===== src/rtl/cpu16_pkg.sv =====
// Shared definitions for the 16-bit CPU: opcodes, IR field positions
// and the fetch FSM state type.
package cpu16_pkg;

  localparam logic [3:0] OP_RLOGIC = 4'b0000;
  localparam logic [3:0] OP_RARITH = 4'b0001;
  localparam logic [3:0] OP_SHIFT  = 4'b0010;
  localparam logic [3:0] OP_ADDI   = 4'b1001;
  localparam logic [3:0] OP_SUBI   = 4'b1010;
  localparam logic [3:0] OP_SLTI   = 4'b1011;
  localparam logic [3:0] OP_LW     = 4'b1100;
  localparam logic [3:0] OP_SW     = 4'b1101;
  localparam logic [3:0] OP_BEQ    = 4'b1111;

  localparam int OPC_MSB = 15;
  localparam int OPC_LSB = 12;
  localparam int RS_MSB  = 11;
  localparam int RS_LSB  = 10;
  localparam int RT_MSB  = 9;
  localparam int RT_LSB  = 8;
  localparam int RD_MSB  = 7;
  localparam int RD_LSB  = 6;
  localparam int FN_MSB  = 1;
  localparam int FN_LSB  = 0;
  localparam int IMM_MSB = 7;
  localparam int IMM_LSB = 0;

  typedef enum logic [1:0] {
    S_RESET = 2'd0,
    S_FETCH = 2'd1,
    S_HOLD  = 2'd2
  } fetchState_t;

  function automatic logic isLegalOp(
    input logic [3:0] op
  );
    return op inside {
      OP_RLOGIC, OP_RARITH, OP_SHIFT,
      OP_ADDI, OP_SUBI, OP_SLTI,
      OP_LW, OP_SW, OP_BEQ
    };
  endfunction

  function automatic logic [15:0] sext8(
    input logic [7:0] v
  );
    return {{8{v[7]}}, v};
  endfunction

endpackage


===== src/rtl/instr_fetch_unit_if.sv =====
// Fetch unit bus: instruction memory req/ack on one side,
// IR valid/ready plus decoded fields toward decode on the other.
interface instr_fetch_unit_if;

  logic        imem_req;
  logic [15:0] imem_addr;
  logic        imem_ack;
  logic [15:0] imem_rdata;
  logic        ir_valid;
  logic        ir_ready;
  logic        br_taken;
  logic [3:0]  opcode;
  logic [1:0]  rs;
  logic [1:0]  rt;
  logic [1:0]  rd;
  logic [1:0]  funct;
  logic [15:0] imm_sext;
  logic [15:0] pc_out;
  logic        illegal_op;

  modport master (
    output imem_req,
    output imem_addr,
    input  imem_ack,
    input  imem_rdata,
    output ir_valid,
    input  ir_ready,
    input  br_taken,
    output opcode,
    output rs,
    output rt,
    output rd,
    output funct,
    output imm_sext,
    output pc_out,
    output illegal_op
  );

  modport slave (
    input  imem_req,
    input  imem_addr,
    output imem_ack,
    output imem_rdata,
    input  ir_valid,
    output ir_ready,
    output br_taken,
    input  opcode,
    input  rs,
    input  rt,
    input  rd,
    input  funct,
    input  imm_sext,
    input  pc_out,
    input  illegal_op
  );

endinterface


===== src/rtl/ifu_next_pc.sv =====
// Next-PC adder; BEQ redirect is present only with IFU_BRANCH_EN.
module ifu_next_pc
  import cpu16_pkg::*;
(
  input  logic [15:0] pcOut,
  input  logic [15:0] immSext,
  input  logic [3:0]  opcode,
  input  logic        brTaken,
  output logic [15:0] nextPc
);

  logic [15:0] seqPc;

  assign seqPc = pcOut + 16'd1;

`ifdef IFU_BRANCH_EN
  logic takeBr;

  assign takeBr = (opcode == OP_BEQ) && brTaken;

  always_comb begin
    nextPc = seqPc;
    if (takeBr)
      nextPc = seqPc + immSext;
  end
`else
  logic unusedBr;

  assign unusedBr = &{1'b0, brTaken, opcode, immSext};
  assign nextPc   = seqPc;
`endif

endmodule


===== src/rtl/instr_fetch_unit.sv =====
// Fetch front end: PC, imem req/ack, IR and field decode.
// Optional BEQ redirect via IFU_BRANCH_EN.
module instr_fetch_unit
  import cpu16_pkg::*;
#(
  parameter logic [15:0] RESET_PC = 16'h0000
) (
  input  logic               clk,
  input  logic               reset_n,
  instr_fetch_unit_if.master bus
);

  fetchState_t state;
  logic [15:0] pc;
  logic [15:0] pcOut;
  logic [15:0] ir;
  logic [15:0] nextPc;
  logic [15:0] immSext;
  logic [3:0]  opc;
  logic        req;
  logic        valid;

  always_ff @(posedge clk or negedge reset_n) begin
    if (!reset_n) begin
      state <= S_RESET;
      pc    <= RESET_PC;
      pcOut <= RESET_PC;
      ir    <= 16'h0000;
      req   <= 1'b0;
      valid <= 1'b0;
    end else begin
      unique case (state)
        S_RESET: begin
          state <= S_FETCH;
          req   <= 1'b1;
        end
        S_FETCH: begin
          if (bus.imem_ack) begin
            ir    <= bus.imem_rdata;
            pcOut <= pc;
            req   <= 1'b0;
            valid <= 1'b1;
            state <= S_HOLD;
          end
        end
        S_HOLD: begin
          if (bus.ir_ready) begin
            pc    <= nextPc;
            valid <= 1'b0;
            req   <= 1'b1;
            state <= S_FETCH;
          end
        end
        default: begin
          state <= S_RESET;
          req   <= 1'b0;
          valid <= 1'b0;
        end
      endcase
    end
  end

  assign opc     = ir[OPC_MSB:OPC_LSB];
  assign immSext = sext8(ir[IMM_MSB:IMM_LSB]);

  ifu_next_pc u_nextPc (
    .pcOut   (pcOut),
    .immSext (immSext),
    .opcode  (opc),
    .brTaken (bus.br_taken),
    .nextPc  (nextPc)
  );

  assign bus.imem_req   = req;
  assign bus.imem_addr  = pc;
  assign bus.ir_valid   = valid;
  assign bus.opcode     = opc;
  assign bus.rs         = ir[RS_MSB:RS_LSB];
  assign bus.rt         = ir[RT_MSB:RT_LSB];
  assign bus.rd         = ir[RD_MSB:RD_LSB];
  assign bus.funct      = ir[FN_MSB:FN_LSB];
  assign bus.imm_sext   = immSext;
  assign bus.pc_out     = pcOut;
  // Informative only: the FSM never stalls on an unknown opcode.
  assign bus.illegal_op = (state == S_HOLD) && !isLegalOp(opc);

endmodule

===== src/flat_wrapper.sv =====
// flat-port wrapper written by rule: the top's interface ports become plain ports
module instr_fetch_unit_flat import cpu16_pkg::*;
#(
  parameter logic [15:0] RESET_PC = 16'h0000
)
  (clk, reset_n, bus_imem_req, bus_imem_addr, bus_imem_ack, bus_imem_rdata, bus_ir_valid, bus_ir_ready, bus_br_taken, bus_opcode, bus_rs, bus_rt, bus_rd, bus_funct, bus_imm_sext, bus_pc_out, bus_illegal_op);
  instr_fetch_unit_if bus_i ();
  input  logic clk;
  input  logic reset_n;
  output wire logic [$bits(bus_i.imem_req)-1:0] bus_imem_req;
  output wire logic [$bits(bus_i.imem_addr)-1:0] bus_imem_addr;
  input wire logic [$bits(bus_i.imem_ack)-1:0] bus_imem_ack;
  input wire logic [$bits(bus_i.imem_rdata)-1:0] bus_imem_rdata;
  output wire logic [$bits(bus_i.ir_valid)-1:0] bus_ir_valid;
  input wire logic [$bits(bus_i.ir_ready)-1:0] bus_ir_ready;
  input wire logic [$bits(bus_i.br_taken)-1:0] bus_br_taken;
  output wire logic [$bits(bus_i.opcode)-1:0] bus_opcode;
  output wire logic [$bits(bus_i.rs)-1:0] bus_rs;
  output wire logic [$bits(bus_i.rt)-1:0] bus_rt;
  output wire logic [$bits(bus_i.rd)-1:0] bus_rd;
  output wire logic [$bits(bus_i.funct)-1:0] bus_funct;
  output wire logic [$bits(bus_i.imm_sext)-1:0] bus_imm_sext;
  output wire logic [$bits(bus_i.pc_out)-1:0] bus_pc_out;
  output wire logic [$bits(bus_i.illegal_op)-1:0] bus_illegal_op;
  assign bus_imem_req = bus_i.imem_req;
  assign bus_imem_addr = bus_i.imem_addr;
  assign bus_i.imem_ack = bus_imem_ack;
  assign bus_i.imem_rdata = bus_imem_rdata;
  assign bus_ir_valid = bus_i.ir_valid;
  assign bus_i.ir_ready = bus_ir_ready;
  assign bus_i.br_taken = bus_br_taken;
  assign bus_opcode = bus_i.opcode;
  assign bus_rs = bus_i.rs;
  assign bus_rt = bus_i.rt;
  assign bus_rd = bus_i.rd;
  assign bus_funct = bus_i.funct;
  assign bus_imm_sext = bus_i.imm_sext;
  assign bus_pc_out = bus_i.pc_out;
  assign bus_illegal_op = bus_i.illegal_op;
  instr_fetch_unit #(.RESET_PC(RESET_PC)) u_core (.clk(clk), .reset_n(reset_n), .bus(bus_i));
endmodule

===== config.mk =====
export PLATFORM = sky130hd
export DESIGN_NAME = instr_fetch_unit_flat
export DESIGN_NICKNAME = d
export VERILOG_FILES = /design/src/rtl/cpu16_pkg.sv /design/src/rtl/instr_fetch_unit_if.sv /design/src/rtl/ifu_next_pc.sv /design/src/rtl/instr_fetch_unit.sv /design/src/flat_wrapper.sv
export SDC_FILE = /design/constraint.sdc
export NUM_CORES = 1
export LEC_CHECK = 0
export ABC_AREA = 1
export BUFFER_PORTS_ARGS = -buffer_cell sky130_fd_sc_hd__buf_2
export CORE_MARGIN = 4
export CORE_UTILIZATION = 37
export DETAILED_ROUTE_END_ITERATION = 10
export PLACE_DENSITY = 0.65
export SYNTH_ARGS = -nofsm -noshare
export SYNTH_HDL_FRONTEND = slang
export SYNTH_HIERARCHICAL = 1
export SYNTH_SLANG_ARGS = --single-unit

===== constraint.sdc =====
create_clock -name clk -period 2.8 [get_ports clk]
set_input_delay 0.28 -clock clk [delete_from_list [all_inputs] [get_ports clk]]
set_output_delay 0.28 -clock clk [all_outputs]
set_load 0.02 [all_outputs]

==> Word-level counts from Yosys, hierarchy flattened <==
Index checks and enable logic that the tools add are counted.
{ "classes": {"add_sub_neg": 1, "n_eq_ne": 12, "muxes": 9, "bitwise_logic": 1, "n_reduce_logical": 9} }
{ "op_table": {"columns": ["cell", "n"], "rows": [
  ["== test 4 bit, second input constant", 6],
  ["adder 16 x 1 -> 16 bit, second input constant", 1],
  ["nonzero test 9 bit", 1],
  ["case mux 1 bit (3 select lines)", 2],
  ["case mux 2 bit (3 select lines)", 1],
  ["AND reduction 2 bit", 3],
  ["== test 4 x 1 -> 1 bit, second input constant", 1],
  ["== test 4 x 2 -> 1 bit, second input constant", 1],
  ["zero test 4 bit", 1],
  ["2-to-1 mux 1 bit", 4],
  ["2-to-1 mux 2 bit", 2],
  ["inequality test 2 bit, second input constant", 2],
  ["AND reduction 3 bit", 1],
  ["== test 2 x 1 -> 1 bit, second input constant", 1],
  ["== test 2 bit, second input constant", 1],
  ["zero test 2 bit", 1],
  ["logical AND 1 bit", 1],
  ["zero test 1 bit", 1],
  ["inverter 1 bit", 1]
]} }
{ "totals": {"regBits": 52, "inputBits": 21, "word_cells": 38} }

==> Depth between registers and ports, before layout <==
Gate-level depths: netlist of the first run.
{ "depth": {"word_depth": 4, "ltp_mapped": 9, "mapped_depth_nobuf": 9} }

==> By module <==
Netlist of the first run, hierarchy kept.
{ "modules_own_cells": {"columns": ["module", "n_inst", "cells_per_inst", "area_each_um2", "seq_area_each_um2"], "rows": [
  ["instr_fetch_unit", 1, 241, 2205.9, 1276.2],
  ["ifu_next_pc", 1, 72, 397.9, 0.0]
]} }

==> Least setup slack after synthesis of the first run <==
OpenSTA, ideal clock, no wires.
{ "synth_timing": {"path_kind": "reg-to-reg", "start": "register u_core.pcOut[1], in the netlist u_core/bus.pc_out[1]", "end": "register u_core.pc[14], in the netlist u_core/bus.imem_addr[14]", "setup_time_ps": 116, "arrival_ps": 1256, "t_required_ps": 2684, "slack_ps": 1428, "path_stages_with_launch": 9, "n_path_buf": 0, "cell_sequence": "dfrtp_1 > ha_1 > nand3_2 > nor2_2 > nand3_1 > nand2_1 > nand2_1 > nand2_1 > nand2_1"} }
{ "synth_between": {"elab_chain_len": 1} }
{ "synth_rtl": {"columns": ["item", "line_no", "rtl"], "rows": [
  ["start, declared", "instr_fetch_unit.sv:15", "logic [15:0] pcOut;"],
  ["start signal, assigned", "instr_fetch_unit.sv:40", "pcOut <= pc;"],
  ["adder 16 x 1 -> 16 bit", "ifu_next_pc.sv:14", "assign seqPc = pcOut + 16'd1;"],
  ["via u_core.nextPc[14]", "instr_fetch_unit.sv:17", "logic [15:0] nextPc;"],
  ["end signal, assigned", "instr_fetch_unit.sv:48", "pc <= nextPc;"],
  ["end, declared", "instr_fetch_unit.sv:14", "logic [15:0] pc;"]
]} }
The timed path passes the listed nets, and every way through them passes these cells.
A chain may end at the register's enable or synchronous reset.

==> Worst setup path after layout of the first run <==
{ "layout_timing": {"start": "register u_core.state[0]", "end": "output port bus_illegal_op"} }
{ "layout_between": {"elab_chain_len": 2} }
{ "layout_rtl": {"columns": ["item", "line_no", "rtl"], "rows": [
  ["start, declared", "instr_fetch_unit.sv:13", "fetchState_t state;"],
  ["start signal, assigned", "instr_fetch_unit.sv:25", "state <= S_RESET;"],
  ["start signal, assigned", "instr_fetch_unit.sv:34", "state <= S_FETCH;"],
  ["start signal, assigned", "instr_fetch_unit.sv:43", "state <= S_HOLD;"],
  ["== test 2 bit", "instr_fetch_unit.sv:85", "assign bus.illegal_op = (state == S_HOLD) && !isLegalOp(opc);"],
  ["logical AND 1 bit", "instr_fetch_unit.sv:85", null],
  ["end, declared", "flat_wrapper.sv:24", "output wire logic [$bits(bus_i.illegal_op)-1:0] bus_illegal_op;"]
]} }
Every way passes these cells.

==> flow_summary.yaml, run 1 <==
critical_path:
  crit_fanout: 6
  crit_type: "reg -> out"
  reg2reg_depth: 5
  startpoint_type: "flop"
  crit_path_top_delay_cell: "dfrtp_1"
  end_kind: "output port"
  crit_required_ns: 2.52
  max_stage_delay_ns: 0.45
  cp_cell_sequence: "nor2_1, nand3_1, nor2_1, buf_2"
  worstPathArrival_ns: 1.29
  cp_common_cell: "nor2_1"
detailed_routing:
  vias: 2067
  post_drt_wl_per_cell_um: 11.27
  first_pass_iters: 4
  drt_iter0_markers: 112
  vias_per_cell: 4.297
  route.detailed.drc: 0
  ant_nets: 0
  drt-total-wl_um: 5423
logic_synthesis:
  syn_avg_cell_area_um2: 8.319
  async_flop_share_pct: 100.0
  syn_inst: 313
  yosysSeqAreaShare_pct: 49.01
  yosysUniqueCellTypes: 25
  synth_edf_count: 0
  synth_top_area_cell: "dfrtp_1"
  syn_nets: 335
  netlist_area_um2: 2604
  synth_top_area_share_pct: 49.01
  yosys_warnings: 6
  synth_most_common_cell: "nand2_1"
  synth.area.top_cells: "dfrtp_1 49%, nand2_1 16%, inv_1 6.5%, o21ai_2 4.7%, o21ai_1 4.0%"
  synth.top_cells.by_count: "111 x nand2_1, 51 x dfrtp_1, 45 x inv_1"
  synthFlopType: "dfrtp_1"
  ys_seq_elements: 51
pwr:
  total_power_mw: 2.685
  p_leak_nw: 1.704
  switching_share_pct: 40.73
  pwr-share-seq_pct: 38.9
  peakVddDrop_uv: 405.1
  switchingPower_mw: 1.094
  pwr-share-comb_pct: 38.6
  clockPowerShare_pct: 22.5
  power.density_nw_per_um2: 858.9
  intPower_mw: 1.592
layout:
  layout.nets: 406
  fin_util_pct: 45.77
  layoutNonFillerInstCount: 481
  regArea_um2: 1276
  diodes: 0
  fillers: 700
  multiInputGateArea_um2: 972.2
  design_area_um2: 3127
  drive_gt1_share_pct: 32.99
  synthToLayoutAreaGrowth_pct: 20.09
clocking:
  cts_hold_buf: 0
  clkLatencyLatePin_ns: 0.31
  postCtsResizedCells: 0
  root_buffer: "clkbuf_8"
  postCtsSetupBuffers: 0
  htree_num_levels: 2
  cts_max_path_buffers: 2
  clk_pin_slew_worst_paths_ns: 0.10
  cts_tree: "done"
  cts.sink_count: 51
  numCtsBuffers: 5
run:
  maxCapViolCount: 0
sta:
  relSlewSlack_pct: 42.98
  whs_ns: 0.06792
  worstMarginPinSlew_ns: 0.8552
  slew_violations: 0
  max_freq_mhz: 635.1
  setup_slack_ns: 1.225
  finalSetupViolCount: 0
  rsz0062_at_grt: "no"
  period_share_pct: 56.24
  setup_tns_ns: 0
  skew_ns: 0.01329
  final_hold_viol_count: 0
  fin_crit_ns: 1.575
place:
  dpl_cell_area_um2: 2990
  gp_congestion: 0.7899
  portBuffers: 82
  dp_hpwl_um: 3947
  numPlacedInstances: 473
  pre_cts_slack_ns: 1.226
worst_hold_path:
  min_path_type: "in -> async"
floorplan:
  ios: 84
  fp.coreArea_um2: 6832
  die_y_um: 91.89
  row_count: 30
  die_x_um: 91.89
  die_area_um2: 8443
  initial_utilization_pct: 38.11
outcome:
  status: "complete, no violations"
global_routing:
  grt_max_degree: 44
  grt_pass1_wl_um: 9294
  antenna_found_initial: 0
  track_usage_pct: 13.29
  grt.overflow.total: 0
  grt_pass1_vias: 1985
[flip-flops by register name, summed over array words and instances, names as in the netlist]
signal                cells
u_core/bus.imem_addr     16
u_core/bus.ir_valid       1
u_core/bus.pc_out        16
u_core/ir                16
u_core/state              2
[logic make-up after synthesis]
| logic type | after synthesis | share of synthesized area, % |
|---|---|---|
| AO/OA/AOI/OAI | 39 | 9.515 |
| XOR/XNOR | 7 | 2.355 |
| adder cells (fa/ha/maj) | 1 | 0.4805 |
| buffers and inverters | 68 | 13.65 |
| flip-flops | 51 | 49.01 |
| AND/OR/NAND/NOR | 147 | 24.99 |
[metal layers]
metal  track usage [%]  routed length [µm]
met1             16.97                2449
met2             22.45                2622
met3             2.789                 287
met4             4.332                  63
met5                 0                   0
[cells in the final DEF (no fill, tap or decap), types with 3 or more instances in the layout]
cell,netlist,layout
nand2_2,6,6
o21ai_1,21,21
nand3_1,6,6
buf_2,1,82
nand4_1,3,3
inv_1,45,45
xnor2_1,4,4
nor2_2,6,6
xor2_1,3,3
clkbuf_8,0,5
o21ai_2,14,14
dfrtp_1,51,51
nand2_1,111,111
nor2_1,7,7
nor2_4,4,4
[power by group through the flow]
stage / registers [mW] / clock network [mW] / logic, mW
after floorplan: 1.26 / 0 / 0.645
after global placement: 1.06 / 0 / 1.03
after detailed placement: 1.06 / 0 / 1.05
after CTS: 1.05 / 0.624 / 1.05
after global routing: 1.08 / 0.650 / 1.13
final: 1.04 / 0.605 / 1.04
[worst paths after layout]
path / slack, ns / from / endpoint
min in group clk: 0.19 / bus_imem_ack / u_core/state[0]
worst min register to register: 0.48 / u_core/bus.ir_valid / u_core/bus.ir_valid
worst max register to register: 1.24 / u_core/state[1] / u_core/bus.pc_out[15]
max in group asynchronous: 2.09 / reset_n / u_core/bus.imem_addr[3]
worst max-delay path: 1.23 / u_core/state[0] / bus_illegal_op
worst min-delay path: 0.07 / reset_n / u_core/ir[7]
[worst max-delay path: cells and delay by family, from the launching register on]
family	cells	cell delay [ns]
flip-flops	1	0.45
buffers and inverters	1	0.17
AND/OR/NAND/NOR	3	0.39
[area by class of cell]
cell class	instances	area share, %
clock inverters	3	2.161
well taps	96	3.842
inverters	47	5.642
repair buffers	85	14.25
flip-flops and latches	51	40.82
multi-input cells	194	31.09
clock buffers	5	2.201
(Power assumes the default switching activity.)
==> run 2, diff against run 1 <==
==> constraint.sdc (replaced) <==
create_clock -name clk -period 1.5 [get_ports clk]
set_input_delay 0.15 -clock clk [delete_from_list [all_inputs] [get_ports clk]]
set_output_delay 0.15 -clock clk [all_outputs]
set_load 0.02 [all_outputs]
==> run 2 against run 1 <==
  * Global-route usage is 0.061 points higher
  * Highest routed layer unchanged
  * Die area stayed put
  * Worst setup slack worse by 1.1 ns
  * Hold slack worse by 0.011 ns
  * Register-to-register slack worse by 1.1 ns
  * Total power is 74% higher
  * First-iteration DRC count is 16% lower
  * Sequential share of layout area is 0.35 points higher
==> flow_summary.yaml, run 2 (synthesis gave the netlist of run 1 again) <==
outcome:
  status: "complete, no violations"
layout:
  layout_commonest_cell: "nand2_1"
  diodes: 0
  design_area_um2: 3100
  synthToLayoutAreaGrowth_pct: 19.08
  layout.nets: 408
  drive_gt1_share_pct: 32.73
  fin_util_pct: 45.38
  layout_common_cells: "111 x nand2_1, 82 x buf_2, 51 x dfrtp_1"
critical_path:
  crit_required_ns: 1.35
  crit_type: "reg -> out"
  max_stage_delay_ns: 0.39
  crit_fanout: 3
  cp_cell_sequence: "inv_1, nor2_4, nand3_1, nor2_1, buf_2"
  end_kind: "output port"
  rrSetupSlack_ns: 0.12
  worstPathArrival_ns: 1.26
  startpoint_type: "flop"
  crit_path_top_delay_cell: "dfrtp_1"
global_routing:
  met2_usage_pct: 22.93
  met1_usage_pct: 16.85
  gr-usage-met3_pct: 3.281
  grt.overflow.total: 0
  antenna_found_initial: 0
  track_usage_pct: 13.35
  grt_max_degree: 52
  top_usage_layer: "met2"
  grt_pass1_vias: 1906
  grt_pass1_wl_um: 9218
pwr:
  p_leak_nw: 1.691
  power.density_nw_per_um2: 1507
  total_power_mw: 4.672
  peakVddDrop_uv: 796.5
sta:
  finalSetupViolCount: 0
  worstMarginPinSlew_ns: 0.3770
  period_share_pct: 93.70
  max_freq_mhz: 711.5
  skew_ns: 0.007415
  final_hold_viol_count: 0
  setup_slack_ns: 0.09443
  setup_tns_ns: 0
  fin_crit_ns: 1.406
  slew_violations: 0
  relSlewSlack_pct: 74.80
clocking:
  cts.sink_count: 51
  numCtsBuffers: 5
  cts_max_path_buffers: 2
  clk_pin_slew_worst_paths_ns: 0.09
  clkLatencyLatePin_ns: 0.30
  postCtsSetupBuffers: 0
  cts_tree: "done"
  htree_num_levels: 2
  root_buffer: "clkbuf_8"
detailed_routing:
  vias: 2112
  route.detailed.drc: 0
  post_drt_wl_per_cell_um: 11.86
  vias_per_cell: 4.391
  first_pass_iters: 5
  drt_iter0_markers: 94
  drt-total-wl_um: 5705
  ant_nets: 0
place:
  dp_hpwl_um: 4069
  gp_congestion: 0.7727
  dpl_cell_area_um2: 3010
  portBuffers: 82
  pre_cts_slack_ns: 0.1308
worst_hold_path:
  min_path_type: "in -> reg"
floorplan:
  die_x_um: 91.89
  row_count: 30
  ios: 84
  die_area_um2: 8443
  initial_utilization_pct: 38.11
  die_y_um: 91.89
  fp.coreArea_um2: 6832
run:
  maxCapViolCount: 0
run 2: cell count changes in the layout (fill, tap and decap cells not counted):
cell and change:
dlygate4sd3_1 +1, clkinvlp_4 -1, nor2_4 +1, buf_12 +1
bufinv_16 -2, clkbuf_1 +1, nor2_1 -1
run 2: power by group:
| part | total (mW) | switching [mW] | internal, mW | leakage (nW) |
|---|---|---|---|---|
| clock network | 0.742 | 0.429 | 0.313 | 0.0371 |
| logic | 1.97 | 1.33 | 0.640 | 0.978 |
| registers | 1.96 | 0.275 | 1.69 | 0.675 |
| total | 4.67 | 2.03 | 2.64 | 1.69 |
run 2: routing by layer:
layer | wire [µm] | vias to the layer above | share of wire [%]
li1 | - | 1077 | -
met1 | 2541 | 967 | 45
met2 | 2746 | 63 | 48
met3 | 354 | 5 | 6.2
met4 | 62 | 0 | 1.1
met5 | 0 | - | 0
run 2: worst paths after layout:
kind | from | endpoint | depth (start not counted)
max in group asynchronous | reset_n | u_core/bus.imem_addr[13] | 3
worst max-delay path | u_core/state[1] | bus_illegal_op | 5
min in group asynchronous | reset_n | u_core/ir[6] | 3
worst min-delay path | bus_imem_ack | u_core/state[0] | 2
worst max register to register | u_core/bus.pc_out[0] | u_core/bus.imem_addr[14] | 8
worst min register to register | u_core/bus.ir_valid | u_core/bus.ir_valid | 2
run 2: layout make-up:
cell class	instances	area [µm²]
inverter	47	176.4
multi-input combinational	194	979.7
sequential	51	1276
clock buffer	6	72.57
fill	728	3731
timing repair buffer	87	475.5
tap	96	120.1
run 2: repair_timing:
item                       CTS  global route
resized for setup            0             2
hold endpoints to repair    51             0
setup endpoints to repair    0             1
hold buffers                 1             0
run 2: stage by stage:
stage | cells | hold WS [ns]
floorplan | 313 | -0.1456
global placement | 474 | 0.1646
detailed placement | 474 | 0.1644
CTS | 481 | 0.04522
global route | 481 | 0.05776
finish | 481 | 0.05724
run 2: worst max-delay path: cells and delay by family (launching register included):
family / cells / cell delay (ns)
buffers and inverters: 2 / 0.28
AND/OR/NAND/NOR: 3 / 0.28
flip-flops: 1 / 0.39
==> run 3, diff against run 2 <==
--- a/config.mk
+++ b/config.mk
@@ -11,6 +11,7 @@
 export CORE_UTILIZATION = 37
 export DETAILED_ROUTE_END_ITERATION = 10
 export PLACE_DENSITY = 0.65
+export RECOVER_POWER = 25
 export SYNTH_ARGS = -nofsm -noshare
 export SYNTH_HDL_FRONTEND = slang
 export SYNTH_HIERARCHICAL = 1
==> constraint.sdc (replaced) <==
create_clock -name clk -period 1.5 [get_ports clk]
set_input_delay 0.15 -clock clk [delete_from_list [all_inputs] [get_ports clk]]
set_output_delay 0.15 -clock clk [all_outputs]
set_load 0.005 [all_outputs]
==> run 3 against run 2 <==
  * Die area stayed put
  * Clock power hardly changed
  * Via count is 0.33% higher
  * Maximum frequency is 1.5% higher
  * Count of clock-buffer cells in the layout stayed put
==> flow_summary.yaml, run 3 (synthesis gave the netlist of run 1 again) <==
detailed_routing:
  drt_iter0_markers: 84
  wl_met2_um: 2751
  vias: 2119
  vias_per_cell: 4.405
  post_drt_wl_per_cell_um: 11.91
  first_pass_iters: 5
  wl_met1_um: 2579
  ant_nets: 0
  drt-total-wl_um: 5731
  route.detailed.drc: 0
  wl_met3_um: 337
  top_layer: "met4"
place:
  portBuffers: 82
  gp_congestion: 0.7727
  dp_hpwl_um: 4069
  numPlacedInstances: 474
layout:
  diodes: 0
  drive_gt1_share_pct: 32.73
  layout_common_cells: "111 x nand2_1, 82 x buf_2, 51 x dfrtp_1"
  fillers: 730
  layout_commonest_cell: "nand2_1"
  synthToLayoutAreaGrowth_pct: 18.40
  layout.nets: 408
  layoutNonFillerInstCount: 481
  fin_util_pct: 45.13
critical_path:
  crit_path_top_delay_cell: "dfrtp_1"
  crit_fanout: 5
  cp_cell_sequence: "ha_1, nand3_2, nor2_2, nand3_1, nand2_1, nand2_1, nand2_1, nand2_1"
  crit_required_ns: 1.70
  rrSetupSlack_ns: 0.12
  crit_family: "simple AND/OR/NAND/NOR gates"
  crit_type: "reg -> reg"
  cp_common_cell: "nand2_1"
  startpoint_type: "flop"
  r2r_start: "u_core/bus.pc_out[0]"
  reg2reg_depth: 8
  r2r_end: "u_core/bus.imem_addr[14]"
  max_stage_delay_ns: 0.42
  worstPathArrival_ns: 1.58
  end_kind: "flop"
  cp_num_buf_inv: 0
global_routing:
  grt_pass1_wl_um: 9218
  grt_max_degree: 52
  antenna_found_initial: 0
  track_usage_pct: 13.35
  grt.overflow.total: 0
  grt_pass1_vias: 1906
sta:
  max_freq_mhz: 722.2
  final_hold_viol_count: 0
  fin_crit_ns: 1.385
  period_share_pct: 92.32
  slew_violations: 0
  relSlewSlack_pct: 53.32
  skew_ns: 0.007045
  finalSetupViolCount: 0
  setup_tns_ns: 0
  worstMarginPinSlew_ns: 0.7003
  rsz0062_at_grt: "no"
floorplan:
  row_count: 30
  initial_utilization_pct: 38.11
  ios: 84
  die_area_um2: 8443
  die_y_um: 91.89
  die_x_um: 91.89
  fp.coreArea_um2: 6832
pwr:
  p_leak_nw: 1.685
  peakVddDrop_uv: 699.4
  power.density_nw_per_um2: 1333
clocking:
  cts.sink_count: 51
  clk_pin_slew_worst_paths_ns: 0.09
  cts_max_path_buffers: 2
  root_buffer: "clkbuf_8"
  clkLatencyLatePin_ns: 0.30
  htree_num_levels: 2
  numCtsBuffers: 5
  cts_tree: "done"
worst_hold_path:
  whs_path_depth: 2
  hold_end: "u_core/state[0]"
  min_path_type: "in -> reg"
  hp-start: "bus_imem_ack"
run:
  maxCapViolCount: 0
outcome:
  status: "complete, no violations"
[run 3: routing by layer]
metal	vias to the layer above	global-route usage, %
li1	1078	-
met1	979	16.85
met2	57	22.93
met3	5	3.281
met4	0	3.342
met5	-	0
[run 3: area by class of cell]
| type | instances | area (µm²) | area share, % |
|---|---|---|---|
| flip-flops and latches | 51 | 1276 | 41.40 |
| clock buffers | 6 | 72.57 | 2.354 |
| repair buffers | 87 | 462.9 | 15.02 |
| inverters | 47 | 176.4 | 5.722 |
| well taps | 96 | 120.1 | 3.896 |
| multi-input cells | 194 | 974.7 | 31.62 |
[run 3: worst max path at each step]
stage / startpoint / endpoint / slack, ns / cells past startpoint
after floorplan: u_core/bus.pc_out[0] / u_core/bus.imem_addr[10] / 0.27 / 8
after global placement: u_core/bus.pc_out[0] / u_core/bus.imem_addr[10] / 0.19 / 8
after detailed placement: u_core/bus.pc_out[0] / u_core/bus.imem_addr[14] / 0.13 / 8
after CTS: u_core/state[1] / bus_illegal_op / 0.08 / 5
after global routing: u_core/state[1] / bus_illegal_op / 0.01 / 5
final: u_core/bus.pc_out[0] / u_core/bus.imem_addr[14] / 0.12 / 8
[run 3: timing repair]
item | CTS | global route
hold buffers | 1 | 0
hold endpoints to repair | 51 | 0
endpoints found under the setup margin | 0 | 1
setup buffers | 0 | 0
resized for setup | 0 | 1
[run 3: per-stage QoR]
step	cell area (µm²)	hold WS (ns)	setup slack, ns	power (mW)
after global placement	3010	0.1646	0.1850	3.368
final	3083	0.05484	0.1153	4.108
after CTS	3093	0.04522	0.07650	4.182
after detailed placement	3010	0.1644	0.1308	3.420
after global routing	3083	0.05776	0.01438	4.406
after floorplan	2604	-0.1456	0.2672	3.007
[run 3: power breakdown]
| part | switching, mW | internal (mW) | leakage (nW) | total [mW] |
|---|---|---|---|---|
| clock network | 0.430 | 0.313 | 0.0371 | 0.742 |
| logic | 0.788 | 0.619 | 0.973 | 1.41 |
| registers | 0.271 | 1.69 | 0.675 | 1.96 |
| total | 1.49 | 2.62 | 1.69 | 4.11 |
